## config.mk

```make
export PLATFORM = sky130hd
export DESIGN_NAME = handshake_tx_flat
export DESIGN_NICKNAME = d
export VERILOG_FILES = /design/src/rtl/handshake_tx_if.sv /design/src/rtl/handshake_tx.sv /design/src/flat_wrapper.sv
export SDC_FILE = /design/constraint.sdc
export NUM_CORES = 1
export LEC_CHECK = 0
export CELL_PAD_IN_SITES_DETAIL_PLACEMENT = 0
export CELL_PAD_IN_SITES_GLOBAL_PLACEMENT = 1
export CORE_MARGIN = 2
export CORE_UTILIZATION = 40
export DETAILED_ROUTE_END_ITERATION = 12
export DONT_BUFFER_PORTS = 1
export PLACE_DENSITY_LB_ADDON = 0.1
export SYNTH_ARGS = -nofsm -noshare
export SYNTH_HDL_FRONTEND = slang
export SYNTH_SLANG_ARGS = --single-unit
```

## constraint.sdc

```tcl
create_clock -name clk -period 3.1 [get_ports clk]
set_input_delay 0 -clock clk [delete_from_list [all_inputs] [get_ports clk]]
set_output_delay 0 -clock clk [all_outputs]
set_load 0.03 [all_outputs]
```

## src/rtl/handshake_tx_if.sv

```systemverilog
// handshake_tx_if: push side, req/ack handshake and status of the handshake_tx stage
interface handshake_tx_if #(parameter int DATA_W = 8);
    logic              validdata;
    logic [DATA_W-1:0] data_in;
    logic              acknowledge;
    logic              req;
    logic [DATA_W-1:0] data_out;
    logic              full;
    logic              busy;
    logic              overflow;
    logic              timeout_err;
    logic [7:0]        sent_count;
    modport master (
        output validdata, data_in, acknowledge,
        input  req, data_out, full, busy, overflow, timeout_err, sent_count
    );
    modport slave (
        input  validdata, data_in, acknowledge,
        output req, data_out, full, busy, overflow, timeout_err, sent_count
    );
endinterface

```

## src/rtl/handshake_tx.sv

```systemverilog
// handshake_tx: FIFO-buffered req/acknowledge transmitter with wait timeout and gap cycle
module handshake_tx #(
    parameter int DATA_W  = 8,
    parameter int DEPTH   = 4,
    parameter int TIMEOUT = 64
) (
    input logic           clk,
    input logic           rst,
    handshake_tx_if.slave bus
);
    localparam int AW = $clog2(DEPTH);
    localparam int CW = $clog2(TIMEOUT);
    localparam logic [1:0] IDLE = 2'd0, REQ = 2'd1, GAP = 2'd2;
    logic [DATA_W-1:0] r_mem [DEPTH];
    logic [AW-1:0]     r_wr, r_rd;
    logic [AW:0]       r_count;
    logic [1:0]        r_state;
    logic [CW-1:0]     r_wait;
    logic              r_req, r_ovf, r_tmo;
    logic [DATA_W-1:0] r_data;
    logic [7:0]        r_sent;
    logic              w_full, w_pop, w_push;
    // IDLE decides on the registered count, so a word pushed this edge waits one more
    assign w_full = r_count == (AW+1)'(DEPTH);
    assign w_pop  = r_state == IDLE && r_count != '0;
    assign w_push = bus.validdata && (!w_full || w_pop);
    always_ff @(posedge clk)
        if (w_push) r_mem[r_wr] <= bus.data_in;
    always_ff @(posedge clk) begin
        if (rst) begin
            r_wr    <= '0;
            r_rd    <= '0;
            r_count <= '0;
            r_state <= IDLE;
            r_wait  <= '0;
            r_req   <= 1'b0;
            r_data  <= '0;
            r_ovf   <= 1'b0;
            r_tmo   <= 1'b0;
            r_sent  <= '0;
        end else begin
            r_wr    <= w_push ? r_wr + 1'b1 : r_wr;
            r_rd    <= w_pop ? r_rd + 1'b1 : r_rd;
            r_count <= r_count + {{AW{1'b0}}, w_push} - {{AW{1'b0}}, w_pop};
            if (bus.validdata && !w_push) r_ovf <= 1'b1;
            if (r_state == IDLE) begin
                if (w_pop) begin
                    r_data  <= r_mem[r_rd];
                    r_req   <= 1'b1;
                    r_wait  <= '0;
                    r_state <= REQ;
                end
            end else if (r_state == REQ) begin
                if (bus.acknowledge) begin
                    r_req   <= 1'b0;
                    r_sent  <= r_sent + 8'd1;
                    r_state <= GAP;
                end else if (r_wait == CW'(TIMEOUT - 1)) begin
                    r_req   <= 1'b0;
                    r_tmo   <= 1'b1;
                    r_state <= GAP;
                end else begin
                    r_wait  <= r_wait + 1'b1;
                end
            end else begin
                r_state <= IDLE;
            end
        end
    end
    assign bus.req         = r_req;
    assign bus.data_out    = r_data;
    assign bus.full        = w_full;
    assign bus.busy        = r_state != IDLE || r_count != '0;
    assign bus.overflow    = r_ovf;
    assign bus.timeout_err = r_tmo;
    assign bus.sent_count  = r_sent;
endmodule
```

## src/flat_wrapper.sv

```systemverilog
// flat-port wrapper written by rule: the top's interface ports become plain ports
module handshake_tx_flat 
#(
    parameter int DATA_W  = 8,
    parameter int DEPTH   = 4,
    parameter int TIMEOUT = 64
)
  (clk, rst, bus_validdata, bus_data_in, bus_acknowledge, bus_req, bus_data_out, bus_full, bus_busy, bus_overflow, bus_timeout_err, bus_sent_count);
  handshake_tx_if #(.DATA_W(DATA_W)) bus_i ();
  input logic clk;
  input logic rst;
  input wire logic [$bits(bus_i.validdata)-1:0] bus_validdata;
  input wire logic [$bits(bus_i.data_in)-1:0] bus_data_in;
  input wire logic [$bits(bus_i.acknowledge)-1:0] bus_acknowledge;
  output wire logic [$bits(bus_i.req)-1:0] bus_req;
  output wire logic [$bits(bus_i.data_out)-1:0] bus_data_out;
  output wire logic [$bits(bus_i.full)-1:0] bus_full;
  output wire logic [$bits(bus_i.busy)-1:0] bus_busy;
  output wire logic [$bits(bus_i.overflow)-1:0] bus_overflow;
  output wire logic [$bits(bus_i.timeout_err)-1:0] bus_timeout_err;
  output wire logic [$bits(bus_i.sent_count)-1:0] bus_sent_count;
  assign bus_i.validdata = bus_validdata;
  assign bus_i.data_in = bus_data_in;
  assign bus_i.acknowledge = bus_acknowledge;
  assign bus_req = bus_i.req;
  assign bus_data_out = bus_i.data_out;
  assign bus_full = bus_i.full;
  assign bus_busy = bus_i.busy;
  assign bus_overflow = bus_i.overflow;
  assign bus_timeout_err = bus_i.timeout_err;
  assign bus_sent_count = bus_i.sent_count;
  handshake_tx #(.DATA_W(DATA_W), .DEPTH(DEPTH), .TIMEOUT(TIMEOUT)) u_core (.clk(clk), .rst(rst), .bus(bus_i));
endmodule
```

* After elaboration in Yosys (flattened, before gate mapping)
Memories as Yosys holds them, arrays and structs flattened. A register that Yosys moved wholly into a read port is not among the register bits. Index checks and enable logic that the tools add are counted. Widths: inputs -> output; s select.
Storage, ports and cells: input port bits 12, memories kept 1, logic and storage cells 60, RAM bits 32, register bits after elaboration 26
Memories:
- u_core.r_mem | words 4, bits a word 8, read ports 1, clocked after Yosys merged registers in 1, wr ports 1, line handshake_tx.sv:14 | logic [DATA_W-1:0] r_mem [DEPTH];
Cells by class: eq/ne operators 7, bitwise operators 2, add/sub/neg operators 6, multiplexer cells 17, reductions and logical operators 18
Operators with widths (number):
- $mux 6 | 5
- $mux 2 | 5
- $add 8x1->8 const B | 1
- $reduce_and 4->1 | 2
- $mux 1 | 7
- $add 6x1->6 const B | 1
- $eq 6x6->1 const B | 1
- $ne 2x1->1 const B | 3
- $reduce_and 3->1 | 2
- $reduce_bool 3->1 | 2
- $add 2x1->2 const B | 2
- $ne 4x3->1 const B | 1
- $reduce_and 2->1 | 2
- $reduce_bool 2->1 | 2
- $add 3x1->3 | 1
- $eq 3x3->1 const B | 1
- $logic_and 1x1->1 | 3
- $sub 3x1->3 | 1
- $eq 2x1->1 const B | 1
- $logic_not 1->1 | 2
- $logic_not 2->1 | 1
- $logic_or 1x1->1 | 2
- $not 1->1 | 2

* Logic depth before layout (Yosys ltp)
Gate-level depths: netlist (run 1).
depth in word-level cells 6, mapped depth 12, mapped depth without buffers 11

* Worst setup path before layout (run 1)
Ideal clock, no wire load.
path kind reg-to-reg, start reg u_core.r_count[1], end reg u_core.r_count[2], path slack 0.664 ns, required time 2.972 ns, setup time 0.128 ns, arrival 2.309 ns, cell stages (with the launch flop) 13, path through dfxtp_1 > or3_1 > nand2_2 > inv_1 > buf_2 > ha_1 > inv_1 > ha_1 > inv_1 > fa_1 > xor2_1 > xnor2_1 > nor2_1
On the way: longest elaborated chain between the ends 6, elaborated cells on any way between the ends 8, those cells by class add/sub (2); eq/ne (1); reduce/logical (5)
Ends and longest elaborated chain:
- from (decl) | line handshake_tx.sv:16 | logic [AW:0] r_count;
- from (signal assigned) | line handshake_tx.sv:44 | r_count <= r_count + {{AW{1'b0}}, w_push} - {{AW{1'b0}}, w_pop};
- $reduce_bool 3->1 (*) | line handshake_tx.sv:25 | assign w_pop = r_state == IDLE && r_count != '0;
- $logic_and 1x1->1 (*) | line handshake_tx.sv:25
- named net u_core.w_pop | line handshake_tx.sv:22 | logic w_full, w_pop, w_push;
- $logic_or 1x1->1 | line handshake_tx.sv:26 | assign w_push = bus.validdata && (!w_full || w_pop);
- $logic_and 1x1->1 | line handshake_tx.sv:26
- $add 3x1->3 | line handshake_tx.sv:44
- $sub 3x1->3 (*) | line handshake_tx.sv:44
The timed path passes the listed nets; every way through them passes the cells marked *. A chain may end at the register's enable or synchronous reset.

* Final worst setup path (run 1)
start reg u_core.r_count[1], end reg u_core.r_count[1]
On the way: longest elaborated chain between the ends 6, elaborated cells on any way between the ends 8, those cells by class add/sub (2); eq/ne (1); reduce/logical (5)
Ends and longest elaborated chain (line):
- $eq 3x3->1 / $reduce_bool 3->1 (equally long branches) | handshake_tx.sv:24, handshake_tx.sv:25
- $logic_not 1->1 / $logic_and 1x1->1 (equally long branches) | handshake_tx.sv:26, handshake_tx.sv:25
- $logic_or 1x1->1 | handshake_tx.sv:26
- $logic_and 1x1->1 | handshake_tx.sv:26
- $add 3x1->3 | handshake_tx.sv:44
- $sub 3x1->3 (*) | handshake_tx.sv:44
Mark *: on every way between the ends. The rest lies on a longest branch, timed or not.

==> out/qor_table.md, run 1 <==
| Step | Item | Reported |
|---|---|---|
| clock tree | CTS Root Cell | sky130_fd_sc_hd__clkbuf_8 |
| yosys | Share of the synthesized netlist area taken by xor and xnor gates | 3.91% |
| yosys | #FFs+latches synth | 66 |
| timing | Worst setup slack after layout | 0.261 ns |
| timing | Actual slew at the worst max-slew pin | 0.668 ns |
| yosys | Portion of netlist area occupied by mux cells | 7.07% |
| timing | Max Fclk | 0.352 GHz |
| layout | Count of inserted antenna diode cells | 0 |
| timing | Max-slew violations | 0 |
| clock tree | Number of buffers created by CTS | 9 |
| floorplan | Die boundary width | 86.0 um |
| timing | Final hold violation count | 0 |
| floorplan | Ports | 33 |
| power and ir drop | Cell area power density | 844 mW/mm^2 |
| routing | Via-to-Cell Ratio | 5.33 |
| power and ir drop | Largest voltage drop on the vdd net | 0.342 mV |
| clock tree | Clock-pin slew reported for the worst setup and hold paths after clock tree synthesis | 0.08 ns |
| yosys | Dominant register cell in the synthesized netlist | sky130_fd_sc_hd__dfxtp_1 |
| critical path | Worst-path fanout max | 12 |
| clock tree | Sinks on the clock net | 66 |
| floorplan | Core area | 0.00642 mm^2 |
| routing | Pre-Repair DR Iteration Count | 4 |
| timing | Endpoints failing setup | 0 |
| global route | Maximum number of pins on one net before global-route repair | 36 |
| yosys | Instance count of the mapped netlist | 217 |
| layout | Synth-to-layout area growth | 14.8% |
| yosys | EDFF count, synth | 32 |
| timing | Final worst clock skew | 0.00785 ns |
| timing | Final clock period utilization by the worst path | 91.6% |
| floorplan | Height of the chip | 86.0 um |
| yosys | Number of distinct standard cells referenced by the synthesized netlist | 44 |
| floorplan | Die Footprint | 0.00740 mm^2 |
| yosys | Simple-gate share of the synthesized area | 14.4% |
| clock tree | Number of resized instances in the post-cts repair step | 0 |
| critical path | Arrival time reported for the critical path endpoint | 3.07 ns |
| critical path | Sequence of cells on the critical path | or3_1 -> nand2_2 -> inv_1 -> ha_1 -> inv_1 -> ha_1 -> inv_1 -> fa_1 -> nor2_1 -> dlygate4sd3_1 |
| layout | Number of nets in the finished design | 254 |
| timing | Final worst path period need | 2.84 ns |
| yosys | Post-Synthesis Cell Area | 0.00269 mm^2 |
| routing | Overall via count from detail_route | 1680 |
| layout | Most frequent cells in the layout | 34 x sky130_fd_sc_hd__dfxtp_1, 32 x sky130_fd_sc_hd__edfxtp_1, 22 x sky130_fd_sc_hd__nand2_1 |
| timing | Setup repair after global routing missed its margin | no |
| yosys | Async set-or-reset flop fraction in the synthesized netlist | 0% |
| critical path | Worst stage delay on the critical path | 0.55 ns |
| routing | Post-route ant nets | 0 |
| place | Port Buf Inserts | 0 |
| floorplan | Site row count | 29 |
| floorplan | Initial core utilization | 41.9% |
| critical path | Startpoint class of the critical path | flop |
| layout | Most common library cell in the layout ignoring fill and taps | sky130_fd_sc_hd__dfxtp_1 |
| yosys | Arithmetic-cell share of the synthesized area counting full adders, half adders and majority gates | 4.46% |
| global route | Global-route wire length before repair | 8580 um |
| yosys | Share of the synthesized area in compound gates (AO/OA/AOI/OAI) | 6.56% |
| clock tree | Max Buffers Root-to-Sink | 2 |
| clock tree | Clock tree from TritonCTS | built |
| critical path | Required time at the endpoint of the critical path | 3.33 ns |
| yosys | Number of nets produced by synthesis | 238 |
| routing | Routed WL per cell | 16.6 um |
| clock tree | Number of levels in the clock H-tree | 3 |
| critical path | Nature of the critical path endpoint | flop |
| outcome | Status | complete, no violations |
| yosys | Synth warn | 0 |
| yosys | Post-synthesis sequential area ratio | 61.0% |
| global route | Vias in the first global route | 1736 |
| place | DP HPWL | 3520 um |
| place | Placed instance count | 286 |
| power and ir drop | Leakage Power | 1.07 nW |
| critical path | CP dominant cell by count | sky130_fd_sc_hd__inv_1 |
| layout | Non-filler instance count after layout | 315 |
| run | Count of maximum capacitance violations | 0 |
| clock tree | Latest clock arrival within the worst-skew pair | 0.34 ns |
| layout | Fraction of layout instances using a drive strength above 1 | 14.3% |
| routing | Total wirelength of the detailed-routed design | 5220 um |
| routing | Drt initial violations | 102 |
| place | Pre-CTS setup slack | 0.565 ns |
| power and ir drop | Total power draw | 2.61 mW |
| global route | Overall Global Routing Usage | 15.7% |
| timing | Aggregate negative setup slack | 0 ns |
| yosys | Synth Area per Inst | 12.4 um^2 |
| yosys | Combinational family with the most area after synthesis | simple AND/OR/NAND/NOR gates |
| global route | Overflow after GRT | 0 |
| critical path | Slowest-stage cell, CP | sky130_fd_sc_hd__dlygate4sd3_1 |
| global route | Antenna violations before repair | 0 |
| routing | Remaining routing DRC violations | 0 |
| min path | Worst hold-check path type | input port to flop |
| critical path | Worst setup path category | flop to flop |
| place | Last weighted congestion value of the routability-driven placer | 0.735 |
| timing | Relative slew slack | 55.4% |
where the power goes:
group	switching (mW)	internal (mW)
sequential	0.225	1.04
clock	0.332	0.370
combinational	0.357	0.284
timing repair:
action                                 in CTS  in global routing
setup buffers                               0                  0
endpoints found under the hold margin      66                  0
hold buffers                               13                  0
Yosys cell counts (5+ instances only):
master	instances	share of area [%]
sky130_fd_sc_hd__ha_1	8	3.7
sky130_fd_sc_hd__nor2_1	15	2.1
sky130_fd_sc_hd__clkbuf_1	5	0.70
sky130_fd_sc_hd__a21oi_1	16	3.0
sky130_fd_sc_hd__edfxtp_1	32	36
sky130_fd_sc_hd__inv_1	7	0.98
sky130_fd_sc_hd__nand2_1	22	3.1
sky130_fd_sc_hd__xnor2_1	7	2.3
sky130_fd_sc_hd__mux4_2	8	6.7
sky130_fd_sc_hd__dfxtp_1	34	25
sky130_fd_sc_hd__nor3_1	6	1.1
sky130_fd_sc_hd__nand3_1	6	1.1
sky130_fd_sc_hd__xor2_1	5	1.6
final timing paths:
path / from / to / slack [ns] / cells past startpoint
worst min-delay path: bus_acknowledge / u_core.bus.sent_count[1] / 0.04 / 3
worst max-delay path: u_core.r_count[1] / u_core.r_count[1] / 0.26 / 10
worst max register to register: u_core.r_count[1] / u_core.r_count[1] / 0.26 / 10
worst min register to register: u_core.r_wait[1] / u_core.r_wait[1] / 0.51 / 2
worst max-delay path, delay by kind of cell (launching register included):
family,cells,cell delay [ns]
fa+ha+maj,3,0.99
buf+inv,4,0.86
simple gates,3,0.52
flops,1,0.36
per-stage QoR:
| step | cell area (um^2) | util [%] | hold slack [ns] |
|---|---|---|---|
| after floorplan | 2690 | - | 0.0989 |
| after global placement | 2760 | 42.9 | 0.0720 |
| after detailed placement | 2760 | 42.9 | 0.0746 |
| after CTS | 3090 | 48.1 | 0.0195 |
| after global routing | 3090 | 48.1 | 0.0564 |
| final | 3090 | 48.1 | 0.0429 |
registers in the layout, summed over array words and instances, names as in the netlist, 2 cells and up:
name,cells
u_core.r_mem,32
u_core.bus.data_out,8
u_core.bus.sent_count,8
u_core.r_wait,6
u_core.r_count,3
u_core.r_rd,2
u_core.r_state,2
u_core.r_wr,2
layout make-up:
class,count,area [um^2]
Clock buffer,9,124
Clock inverter,7,68.8
Fill cell,572,3330
Inverter,7,26.3
Multi-Input combinational cell,134,978
Sequential cell,66,1640
Tap cell,77,96.3
Timing Repair Buffer,15,155
logic make-up (layout without fill, tap and decap cells):
logic type,count (synthesis),after routing
buf+inv,17,38
simple gates,75,75
mux,9,9
flops,66,66
compound gates,29,29
xor+xnor,12,12
fa+ha+maj,9,9
metal layers:
layer  wire [um]  global-route usage (%)
met1        2370                    20.0
met2        2510                    24.0
met3         262                    5.68
met4          73                    6.93
met5           0                       0
(Power assumes the default switching activity.)
==> run 2, diff against run 1 <==
ABC_AREA = 1   (was not set)
SKIP_CTS_REPAIR_TIMING = 1   (was not set)
==> run 2 against run 1 <==
Against the previous run:
- worst hold slack lost 0.062 ns
- sequential power is essentially flat
- the flow now finishes with violations (hold timing)
- synthesized area grew 5.8%
- largest power group unchanged
- design area grew 5.4%
- utilization shrank 0.43 points
- first-iteration DRC count shrank 55%
- via count grew 15%
- setup slack gained 0.69 ns
- non-clock buffer count shrank 2
- synthesized cell count grew 41%
- sequential share of layout area shrank 2.7 points
==> out/qor_table.md, run 2 <==
| Step | Item | Reported |
|---|---|---|
| outcome | Status | finished with violations |
| outcome | Violations in the final reports | hold timing |
| timing | Endpoints failing setup | 0 |
| place | Port Buf Inserts | 0 |
| clock tree | Number of buffers created by CTS | 9 |
| yosys | Most numerous cell types in the synthesized netlist | 56 x sky130_fd_sc_hd__nor2_1, 42 x sky130_fd_sc_hd__nand2_1, 34 x sky130_fd_sc_hd__dfxtp_1 |
| yosys | Dominant register cell in the synthesized netlist | sky130_fd_sc_hd__dfxtp_1 |
| layout | Reg with most FFs | u_core.r_mem |
| yosys | Post-synthesis sequential area ratio | 57.6% |
| place | DP HPWL | 3690 um |
| critical path | Combined buffer and inverter count along the critical path | 3 |
| timing | Final hold violation count | 2 |
| layout | Area taken by multi-input logic gates | 0.00103 mm^2 |
| layout | Most common library cell in the layout ignoring fill and taps | sky130_fd_sc_hd__nor2_1 |
| timing | Relative slew slack | 43.8% |
| floorplan | Site row count | 30 |
| yosys | Async set-or-reset flop fraction in the synthesized netlist | 0% |
| floorplan | Height of the chip | 88.4 um |
| layout | Total non-filler cell area in the finished layout | 0.00326 mm^2 |
| critical path | Nature of the critical path endpoint | flop |
| layout | Most frequent cells in the layout | 56 x sky130_fd_sc_hd__nor2_1, 42 x sky130_fd_sc_hd__nand2_1, 34 x sky130_fd_sc_hd__dfxtp_1 |
| clock tree | Clock tree from TritonCTS | built |
| clock tree | Latest clock arrival within the worst-skew pair | 0.34 ns |
| floorplan | Initial core utilization | 41.7% |
| yosys | Share of Yosys cell area claimed by the top area cell type | 33.7% |
| routing | Pre-Repair DR Iteration Count | 4 |
| yosys | EDFF count, synth | 32 |
| routing | Post-route ant nets | 0 |
| layout | Number of nets in the finished design | 341 |
| floorplan | Core area | 0.00683 mm^2 |
| layout | Fraction of layout instances using a drive strength above 1 | 10.8% |
| timing | Final worst clock skew | 0.00593 ns |
| yosys | #FFs+latches synth | 66 |
| clock tree | Sinks on the clock net | 66 |
| floorplan | Ports | 33 |
| power and ir drop | Cell area power density | 862 mW/mm^2 |
| routing | Total wirelength of the detailed-routed design | 5500 um |
| critical path | Required time at the endpoint of the critical path | 3.33 ns |
| timing | Setup repair after global routing missed its margin | no |
| layout | Fillcell total | 662 |
| yosys | Post-Synthesis Cell Area | 0.00285 mm^2 |
| global route | Overflow after GRT | 0 |
| critical path | Worst stage delay on the critical path | 0.39 ns |
| yosys | Synth warn | 0 |
| global route | Global-route wire length before repair | 8660 um |
| critical path | Slowest-stage cell, CP | sky130_fd_sc_hd__fa_1 |
| place | Last weighted congestion value of the routability-driven placer | 0.709 |
| place | Placement-stage cell area | 0.00293 mm^2 |
| critical path | Worst-path fanout max | 19 |
| global route | Maximum number of pins on one net before global-route repair | 20 |
| layout | Synth-to-layout area growth | 14.4% |
| yosys | Instance count of the mapped netlist | 305 |
| yosys | Synth Area per Inst | 9.34 um^2 |
| critical path | Startpoint class of the critical path | flop |
| power and ir drop | Largest voltage drop on the vdd net | 0.645 mV |
| critical path | Crit path max-delay family | adder cells |
| routing | Drt initial violations | 46 |
| routing | Remaining routing DRC violations | 0 |
| global route | Vias in the first global route | 1752 |
| clock tree | Max Buffers Root-to-Sink | 2 |
| layout | Largest register FFs | 32 |
| critical path | Arrival time reported for the critical path endpoint | 2.38 ns |
| global route | Antenna violations before repair | 0 |
| timing | Final worst path period need | 2.15 ns |
| yosys | Cell type with the highest aggregate area in the netlist | sky130_fd_sc_hd__edfxtp_1 |
| yosys | Number of distinct standard cells referenced by the synthesized netlist | 31 |
| timing | Final clock period utilization by the worst path | 69.4% |
| floorplan | Die boundary width | 88.4 um |
| yosys | Most frequent cell after synthesis | sky130_fd_sc_hd__nor2_1 |
| critical path | Worst setup path category | flop to flop |
| timing | Actual slew at the worst max-slew pin | 0.840 ns |
| floorplan | Die Footprint | 0.00781 mm^2 |
| clock tree | Clock-pin slew reported for the worst setup and hold paths after clock tree synthesis | 0.07 ns |
| routing | Via-to-Cell Ratio | 4.59 |
| yosys | Number of nets produced by synthesis | 326 |
| power and ir drop | Leakage Power | 1.24 nW |
| clock tree | CTS Root Cell | sky130_fd_sc_hd__clkbuf_8 |
| critical path | Sequence of cells on the critical path | nor2_1 -> nand2_1 -> nand2_4 -> inv_2 -> ha_1 -> inv_1 -> ha_1 -> inv_1 -> fa_1 -> o21ai_0 -> a21oi_1 |
| run | Count of maximum capacitance violations | 0 |
| timing | Max-slew violations | 0 |
| layout | Total area of sequential cells | 0.00164 mm^2 |
| clock tree | Number of levels in the clock H-tree | 3 |
| yosys | Largest cells by area after synthesis | sky130_fd_sc_hd__edfxtp_1 34%, sky130_fd_sc_hd__dfxtp_1 24%, sky130_fd_sc_hd__nor2_1 7.4% |
| min path | Worst hold-check path type | input port to flop |
| timing | Aggregate negative setup slack | 0 ns |
| timing | Worst hold margin | -0.0186 ns |
| timing | Max Fclk | 0.465 GHz |
| routing | Routed WL per cell | 13.1 um |
| routing | Overall via count from detail_route | 1931 |
| global route | Overall Global Routing Usage | 15.1% |
| layout | Count of inserted antenna diode cells | 0 |
run 2: metal layers:
layer | vias to the layer above | GRT usage (%) | routed length [um]
li1 | 1045 | - | -
met1 | 844 | 17.1 | 2450
met2 | 42 | 26.2 | 2780
met3 | 0 | 6.81 | 270
met4 | 0 | 3.72 | 0
met5 | - | 0 | 0
run 2: per-stage QoR:
stage	cells	power, mW	utilization [%]	setup WS (ns)	hold WS (ns)
finish	421	2.81	47.7	0.948	-0.0186
global route	421	3.02	47.7	0.747	0.0271
CTS	410	2.84	46.1	0.920	-0.301
detailed placement	394	2.05	42.9	0.933	0.0710
global placement	394	2.05	42.9	0.974	0.0704
floorplan	305	1.88	-	1.09	0.0989
run 2: cell type report:
cell class                 count  area share [%]
tap                           96            3.69
inverter                      32            3.69
sequential                    66            50.4
timing repair buffer          13            3.84
clock buffer                   9            3.80
multi-input combinational    198            31.8
clock inverter                 7            2.84
run 2: logic make-up (layout without fill, tap and decap cells):
group	count (synthesis)	after routing	synth area share (%)
buf+inv	41	61	6.02
fa+ha+maj	9	9	4.22
flops	66	66	57.6
simple gates	129	129	21.0
compound gates	60	60	11.1
run 2: worst paths after layout:
kind	startpoint	end	slack (ns)	depth (start not counted)
min	bus_validdata	u_core.r_wr[1]	-0.02	3
max	u_core.r_count[1]	u_core.r_count[2]	0.95	11
max reg2reg	u_core.r_count[1]	u_core.r_count[2]	0.95	11
min reg2reg	u_core.r_wait[5]	u_core.r_wait[5]	0.51	2
run 2: worst register-to-register path: cells and delay by family (launching register included):
family | cells | cell delay (ns)
AOI/OAI and AO/OA | 2 | 0.21
DFF | 1 | 0.34
and+or+nand+nor | 3 | 0.43
adders and majority gates | 3 | 0.82
buffers and inverters | 3 | 0.24
run 2: power breakdown:
part / internal, mW / switching, mW
sequential: 1.06 / 0.233
clock: 0.451 / 0.324
combinational: 0.237 / 0.505
total: 1.74 / 1.06
